===== src/rtl/knn_vote_pkg.sv =====
// rtl/knn_vote_pkg.sv - shared state encoding for the kNN majority-vote stage
package knn_vote_pkg;

  typedef enum logic [1:0] {
    ST_IDLE   = 2'd0,
    ST_SCAN   = 2'd1,
    ST_ARGMAX = 2'd2,
    ST_DONE   = 2'd3
  } vote_state_e;

  // An entry votes only if it holds a real distance and an in-range label.
  function automatic logic entry_votes(input logic dist_empty, input logic label_in_range);
    return !dist_empty && label_in_range;
  endfunction

endpackage


===== src/rtl/knn_vote_hist.sv =====
// rtl/knn_vote_hist.sv - per-class vote counters with first-voter index table
module knn_vote_hist #(
  parameter int N_CLASS = 16,
  parameter int CNT_W   = 4,
  parameter int IDX_W   = 4,
  parameter int CLS_W   = 4
) (
  input  logic             clk,
  input  logic             rst,
  input  logic             clr,
  input  logic             inc,
  input  logic [CLS_W-1:0] inc_class,
  input  logic [IDX_W-1:0] inc_idx,
  input  logic [CLS_W-1:0] rd_class,
  output logic [CNT_W-1:0] rd_cnt,
  output logic [IDX_W-1:0] rd_first
);

  logic [CNT_W-1:0] cnt   [N_CLASS];
  logic [IDX_W-1:0] first [N_CLASS];

  // Counters clear on request; first_idx is written only on a class's first vote.
  always_ff @(posedge clk or negedge rst) begin
    if (!rst) begin
      for (int k = 0; k < N_CLASS; k++) begin
        cnt[k]   <= '0;
        first[k] <= '0;
      end
    end else if (clr) begin
      for (int k = 0; k < N_CLASS; k++) begin
        cnt[k]   <= '0;
        first[k] <= '0;
      end
    end else if (inc) begin
      cnt[inc_class] <= cnt[inc_class] + CNT_W'(1);
      if (cnt[inc_class] == '0) begin
        first[inc_class] <= inc_idx;
      end
    end
  end

  assign rd_cnt   = cnt[rd_class];
  assign rd_first = first[rd_class];

endmodule


===== src/rtl/knn_vote.sv =====
// rtl/knn_vote.sv - majority label of the sorted nearest-neighbour list
module knn_vote
  import knn_vote_pkg::*;
#(
  parameter  int DATA_W      = 32,
  parameter  int LABEL       = 8,
  parameter  int N_NEIGHBOUR = 10,
  parameter  int N_CLASS     = 16,
  localparam int ENTRY_W     = DATA_W + LABEL,
  localparam int CNT_W       = $clog2(N_NEIGHBOUR + 1)
) (
  input  logic                           clk,
  input  logic                           rst,
  input  logic                           start,
  input  logic [ENTRY_W*N_NEIGHBOUR-1:0] neighbour_info,
  output logic                           busy,
  output logic                           done,
  output logic [LABEL-1:0]               class_label,
  output logic [CNT_W-1:0]               vote_count,
  output logic                           no_vote
);

  localparam int NB_W  = $clog2(N_NEIGHBOUR);
  localparam int CLS_W = $clog2(N_CLASS);

  vote_state_e state, state_nxt;

  logic [DATA_W-1:0] snap_dist  [N_NEIGHBOUR];
  logic [LABEL-1:0]  snap_label [N_NEIGHBOUR];

  logic [NB_W-1:0]  scan_idx;
  logic [CLS_W-1:0] class_idx;
  logic [CNT_W-1:0] best_cnt;
  logic [CLS_W-1:0] best_class;
  logic [NB_W-1:0]  best_idx;

  logic [DATA_W-1:0] cur_dist;
  logic [LABEL-1:0]  cur_label;
  logic              cur_votes;
  logic              scan_last;
  logic              class_last;
  logic              hist_clr;
  logic              hist_inc;
  logic [CNT_W-1:0]  rd_cnt;
  logic [NB_W-1:0]   rd_first;
  logic              better;

  assign cur_dist   = snap_dist[scan_idx];
  assign cur_label  = snap_label[scan_idx];
  assign cur_votes  = entry_votes(cur_dist == {DATA_W{1'b1}}, 32'(cur_label) < N_CLASS);
  assign scan_last  = (scan_idx == NB_W'(N_NEIGHBOUR - 1));
  assign class_last = (class_idx == CLS_W'(N_CLASS - 1));

  // Strictly more votes wins; on a tie the class with the nearer first member wins.
  assign better = (rd_cnt > best_cnt) ||
                  ((rd_cnt == best_cnt) && (best_cnt != '0) && (rd_first < best_idx));

  knn_vote_hist #(
    .N_CLASS (N_CLASS),
    .CNT_W   (CNT_W),
    .IDX_W   (NB_W),
    .CLS_W   (CLS_W)
  ) u_hist (
    .clk       (clk),
    .rst       (rst),
    .clr       (hist_clr),
    .inc       (hist_inc),
    .inc_class (cur_label[CLS_W-1:0]),
    .inc_idx   (scan_idx),
    .rd_class  (class_idx),
    .rd_cnt    (rd_cnt),
    .rd_first  (rd_first)
  );

  // State register.
  always_ff @(posedge clk or negedge rst) begin
    if (!rst) begin
      state <= ST_IDLE;
    end else begin
      state <= state_nxt;
    end
  end

  // Next-state and histogram control strobes.
  always_comb begin
    state_nxt = state;
    hist_clr  = 1'b0;
    hist_inc  = 1'b0;
    case (state)
      ST_IDLE: begin
        if (start) begin
          hist_clr  = 1'b1;
          state_nxt = ST_SCAN;
        end
      end
      ST_SCAN: begin
        hist_inc = cur_votes;
        if (scan_last) begin
          state_nxt = ST_ARGMAX;
        end
      end
      ST_ARGMAX: begin
        if (class_last) begin
          state_nxt = ST_DONE;
        end
      end
      ST_DONE: begin
        state_nxt = ST_IDLE;
      end
      default: state_nxt = ST_IDLE;
    endcase
  end

  // Snapshot, index counters, running arg-max and result registers.
  always_ff @(posedge clk or negedge rst) begin
    if (!rst) begin
      for (int k = 0; k < N_NEIGHBOUR; k++) begin
        snap_dist[k]  <= '0;
        snap_label[k] <= '0;
      end
      scan_idx    <= '0;
      class_idx   <= '0;
      best_cnt    <= '0;
      best_class  <= '0;
      best_idx    <= '0;
      busy        <= 1'b0;
      done        <= 1'b0;
      class_label <= '0;
      vote_count  <= '0;
      no_vote     <= 1'b0;
    end else begin
      done <= 1'b0;
      case (state)
        ST_IDLE: begin
          if (start) begin
            for (int k = 0; k < N_NEIGHBOUR; k++) begin
              snap_label[k] <= neighbour_info[k*ENTRY_W +: LABEL];
              snap_dist[k]  <= neighbour_info[k*ENTRY_W + LABEL +: DATA_W];
            end
            scan_idx <= '0;
            busy     <= 1'b1;
          end
        end
        ST_SCAN: begin
          scan_idx <= scan_idx + NB_W'(1);
          if (scan_last) begin
            class_idx  <= '0;
            best_cnt   <= '0;
            best_class <= '0;
            best_idx   <= '1;
          end
        end
        ST_ARGMAX: begin
          class_idx <= class_idx + CLS_W'(1);
          if (better) begin
            best_cnt   <= rd_cnt;
            best_class <= class_idx;
            best_idx   <= rd_first;
          end
        end
        ST_DONE: begin
          done        <= 1'b1;
          busy        <= 1'b0;
          class_label <= LABEL'(best_class);
          vote_count  <= best_cnt;
          no_vote     <= (best_cnt == '0);
        end
        default: ;
      endcase
    end
  end

endmodule

===== config.mk =====
export PLATFORM = sky130hd
export DESIGN_NAME = knn_vote
export DESIGN_NICKNAME = d
export VERILOG_FILES = /design/src/rtl/knn_vote_pkg.sv /design/src/rtl/knn_vote_hist.sv /design/src/rtl/knn_vote.sv
export SDC_FILE = /design/constraint.sdc
export NUM_CORES = 1
export LEC_CHECK = 0
export ABC_AREA = 1
export CORE_MARGIN = 1.5
export CORE_UTILIZATION = 38
export CTS_CLUSTER_DIAMETER = 200
export CTS_CLUSTER_SIZE = 16
export DETAILED_ROUTE_END_ITERATION = 8
export GPL_TIMING_DRIVEN = 0
export PLACE_DENSITY_LB_ADDON = 0.2
export SLEW_MARGIN = 25
export SYNTH_ARGS = -nofsm -noshare
export SYNTH_HDL_FRONTEND = slang
export SYNTH_SLANG_ARGS = --single-unit

===== constraint.sdc =====
create_clock -name clk -period 2.9 [get_ports clk]
set_input_delay 0.435 -clock clk [delete_from_list [all_inputs] [get_ports clk]]
set_output_delay 0.435 -clock clk [all_outputs]
set_load 0.02 [all_outputs]

==> flow_metrics.env, run 1 <==
export IMPL_netlist_area_um2=27800
export IMPL_drt_wl_total_um=121000
export IMPL_vias=28400
export IMPL_dpl_hpwl_um=89200
export IMPL_coreArea_um2=72700
export IMPL_rsz0062_at_grt="true"
export IMPL_cts_tree="built"
export IMPL_dr_wl_met2_um=54000
export IMPL_die_area_um2=74800
export IMPL_routabilityCongestion=0.977
export IMPL_syn_avg_cell_area_um2=7.51
export IMPL_hold_viol_final=0
export IMPL_power_leakage_nw=18.1
export IMPL_clock_root_buffer="clkbuf_16"
export IMPL_status="finished, violations left"
export IMPL_fp_dieH_um=274
export IMPL_nFillCells=7032
export IMPL_fmax_ghz=0.312
export IMPL_syn2layout_area_growth_pct=36.1
export IMPL_cts_sinks=561
export IMPL_synth_cell_types=42
export IMPL_clock_latency_ps=610
export IMPL_worstHoldPathType="primary input to asynchronous set/reset pin"
export IMPL_h_tree_depth=2
export IMPL_peakVddDrop_v=0.000609
export IMPL_synth_warnings=0
export IMPL_fin_crit_ps=3200
export IMPL_drtIter0Drc=3618
export IMPL_viasPerCell=5.42
export IMPL_cts_buffer_depth=3
export IMPL_pre_cts_slack_ps=-1310
export IMPL_chipWidth_um=274
export IMPL_numCtsBuffers=41
export IMPL_clk_pin_slew_ps=80
export IMPL_max_slew_worst_pin_slew_ps=883
export IMPL_fin_crit_sh_pct=110
export IMPL_io_pins=418
export IMPL_finalSetupViolations=137
export IMPL_track_usage_pct=31.0
export IMPL_drc=0
export IMPL_final_nets=4697
export IMPL_initial_utilization_pct=38.2
export IMPL_crit_arrival_ps=3700
export IMPL_rows=99
export IMPL_r2r_end="best_class[3]"
export IMPL_violations="negative setup slack"
export IMPL_cp_max_fo=7
export IMPL_syn_inst=3704
export IMPL_grt_pass1_wl_um=171000
export IMPL_drive_above_1_share_pct=14.0
export IMPL_fin_ws_ps=-303
export IMPL_max_cap_violations=0
export IMPL_first_global_vias=26500
export IMPL_seq_area_frac_synth_pct=50.5
export IMPL_cp_required_ps=3400
export IMPL_clock_skew_ps=27.5
export IMPL_dr_pass1_iters=8
export IMPL_wl_met1_um=49400
export IMPL_grt_max_degree=90
export IMPL_grt_overflow=0
export IMPL_top_layer_used="met5"
export IMPL_regToRegSetupSlack_ps=-300
export IMPL_powerDensity_nw_per_um2=1120
export IMPL_slew_headroom_pct=41.1
export IMPL_synth_seq_cells=561
export IMPL_critical_path_class="register to register"
export IMPL_wl_met3_um=12100
export IMPL_grt_antenna_before_repair=9
export IMPL_final_antenna_net_count=0
export IMPL_drv_slew=0
export IMPL_rr_worst_depth=17
export IMPL_final_util_pct=52.1
export IMPL_port_buffers=413
export IMPL_wl_per_cell_um=23.0
export IMPL_cp_start_kind="register"
export IMPL_rr_startpoint="class_idx[0]"
export IMPL_endpoint_kind="register"
## cells in the final DEF, fill, tap and decap left out, types with 4 or more instances in the layout
| master | synthesis | routed |
|---|---|---|
| conb_1 | 1 | 4 |
| ha_1 | 16 | 11 |
| buf_4 | 38 | 79 |
| inv_1 | 225 | 218 |
| nand2_1 | 1624 | 1484 |
| clkbuf_4 | 0 | 6 |
| o221ai_1 | 18 | 16 |
| nand3_1 | 225 | 186 |
| buf_2 | 29 | 12 |
| nand2_4 | 12 | 24 |
| buf_16 | 0 | 13 |
| dfrtp_1 | 561 | 558 |
| nand3b_1 | 4 | 4 |
| nand2_2 | 7 | 113 |
| a21oi_2 | 0 | 5 |
| inv_2 | 13 | 12 |
| nor2_2 | 11 | 7 |
| clkdlybuf4s50_1 | 0 | 412 |
| nor3_4 | 1 | 17 |
| nand4_1 | 47 | 47 |
| o22ai_1 | 11 | 9 |
| nor2_4 | 3 | 17 |
| nand2_8 | 0 | 23 |
| clkbuf_1 | 152 | 98 |
| o211ai_1 | 74 | 74 |
| clkbuf_8 | 0 | 6 |
| a21oi_1 | 35 | 30 |
| nor2_1 | 195 | 186 |
| o21ai_2 | 0 | 15 |
| buf_12 | 1 | 21 |
| ha_4 | 0 | 5 |
| o21ai_1 | 22 | 46 |
| nand3_4 | 0 | 5 |
| nand3_2 | 3 | 37 |
| o21ai_0 | 327 | 287 |
| clkbuf_2 | 0 | 32 |
| clkbuf_16 | 0 | 51 |
| buf_6 | 6 | 47 |
| buf_8 | 0 | 22 |
## repair_timing
action | CTS | global route
hold buffers | 1 | 0
gates resized for setup | 391 | 262
setup endpoints to repair | 155 | 260
gates cloned | 15 | 9
endpoints found under the hold margin | 32 | 0
setup buffers | 45 | 45
pin swaps | 62 | 97
## flip-flops by register name (all words and copies together), names as in the netlist, 4 cells and up
register,cells
class_idx,4
class_label,4
best_idx,4
u_hist.first,64
vote_count,4
u_hist.cnt,64
snap_label,80
snap_dist,320
best_class,4
best_cnt,4
scan_idx,4
## cell families (layout without fill, tap and decap cells)
family	after synthesis	in the layout	share of synthesized area [%]
fa+ha+maj	16	16	0.720
simple gates	2153	2155	31.4
buf+inv	475	1048	7.27
compound gates	498	498	10.1
other cells	1	7	0.0135
flops	561	561	50.5
## per-layer routing
| layer | global-route usage [%] | vias to the layer above |
|---|---|---|
| li1 | - | 12900 |
| met1 | 42.9 | 13700 |
| met2 | 48.6 | 1517 |
| met3 | 6.26 | 292 |
| met4 | 10.4 | 12 |
| met5 | 0 | - |
## how the worst max path moves through the flow
stage | startpoint | to | slack [ps]
final | class_idx[0] | best_class[3] | -300
after global routing | class_idx[0] | best_cnt[2] | -390
after CTS | class_idx[0] | best_cnt[1] | -200
after detailed placement | class_idx[0] | best_class[1] | -1310
after global placement | rst | scan_idx[0] | -26810
after floorplan | class_idx[0] | best_cnt[0] | 7
## cell usage after synthesis, drive strengths merged
cell type,n,area (µm²)
a2111oi,1,8.76
a21oi,35,175
a31oi,1,6.26
buf,82,548
clkbuf,152,571
clkinv,3,11.3
conb,1,3.75
dfrtp,561,14000
ha,16,200
inv,238,893
nand2,1643,6270
nand3,228,1160
nand3b,4,30.0
nand4,48,307
nor2,209,835
nor3,19,121
nor4,1,6.26
o211ai,75,568
o21a,1,7.51
o21ai,349,1750
o21bai,2,26.3
o221ai,18,158
o22ai,11,68.8
o311ai,5,43.8
or2,1,6.26
## layout make-up
cell class / count / area [µm²] / share of cell area [%]
multi-input combinational: 2673 / 13200 / 34.8
timing repair inverter: 1 / 7.51 / 0.0198
clock inverter: 3 / 55.1 / 0.145
clock buffer: 44 / 1060 / 2.80
buffer: 227 / 1720 / 4.55
tap: 959 / 1200 / 3.17
inverter: 241 / 943 / 2.49
timing repair buffer: 532 / 5630 / 14.9
antenna: 3 / 7.51 / 0.0198
sequential: 561 / 14000 / 37.1
## power breakdown
| part | internal (mW) | switching [mW] | total [mW] |
|---|---|---|---|
| Sequential | 11.1 | 1.90 | 13.0 |
| Clock | 2.62 | 2.96 | 5.58 |
| Combinational | 8.64 | 15.1 | 23.7 |
## metrics by stage
stage / hold slack (ps) / setup TNS [ps] / total power, mW / area, µm² / instances
3_3_place_gp: 449 / - / 30.0 / 33200 / 5079
3_5_place_dp: 343 / -139450 / 30.2 / 33400 / 5087
5_1_grt: 339 / -31450 / 44.4 / 37800 / 5243
4_1_cts: 300 / -13010 / 39.3 / 36500 / 5192
6_report: 307 / -18410 / 42.3 / 37800 / 5244
2_1_floorplan: 139 / 0 / 23.3 / 27800 / 3707
## critical path, cell delays in order, from the launching register on
cell        delay, ps
dfrtp_1           390
buf_8             160
clkinvlp_4        230
buf_8             220
o21ai_1           110
o221ai_1          200
o211ai_1          150
buf_4             190
nand2_2            80
ha_4              280
nand4_1           160
a2111oi_2         320
nand2_1           110
nand2_2           130
nand2_4            90
buf_4             140
nand2_1            60
nand2_1            60
Power figures use the tool's default switching activity.
==> inputs of run 2 (changes only) <==
--- a/config.mk
+++ b/config.mk
@@ -6,6 +6,7 @@
 export NUM_CORES = 1
 export LEC_CHECK = 0
 export ABC_AREA = 1
+export CAP_MARGIN = 20
 export CORE_MARGIN = 1.5
 export CORE_UTILIZATION = 38
 export CTS_CLUSTER_DIAMETER = 200
==> results of run 2 <==
Same layout as run 1: the final DEF is identical, and so are final timing and power.
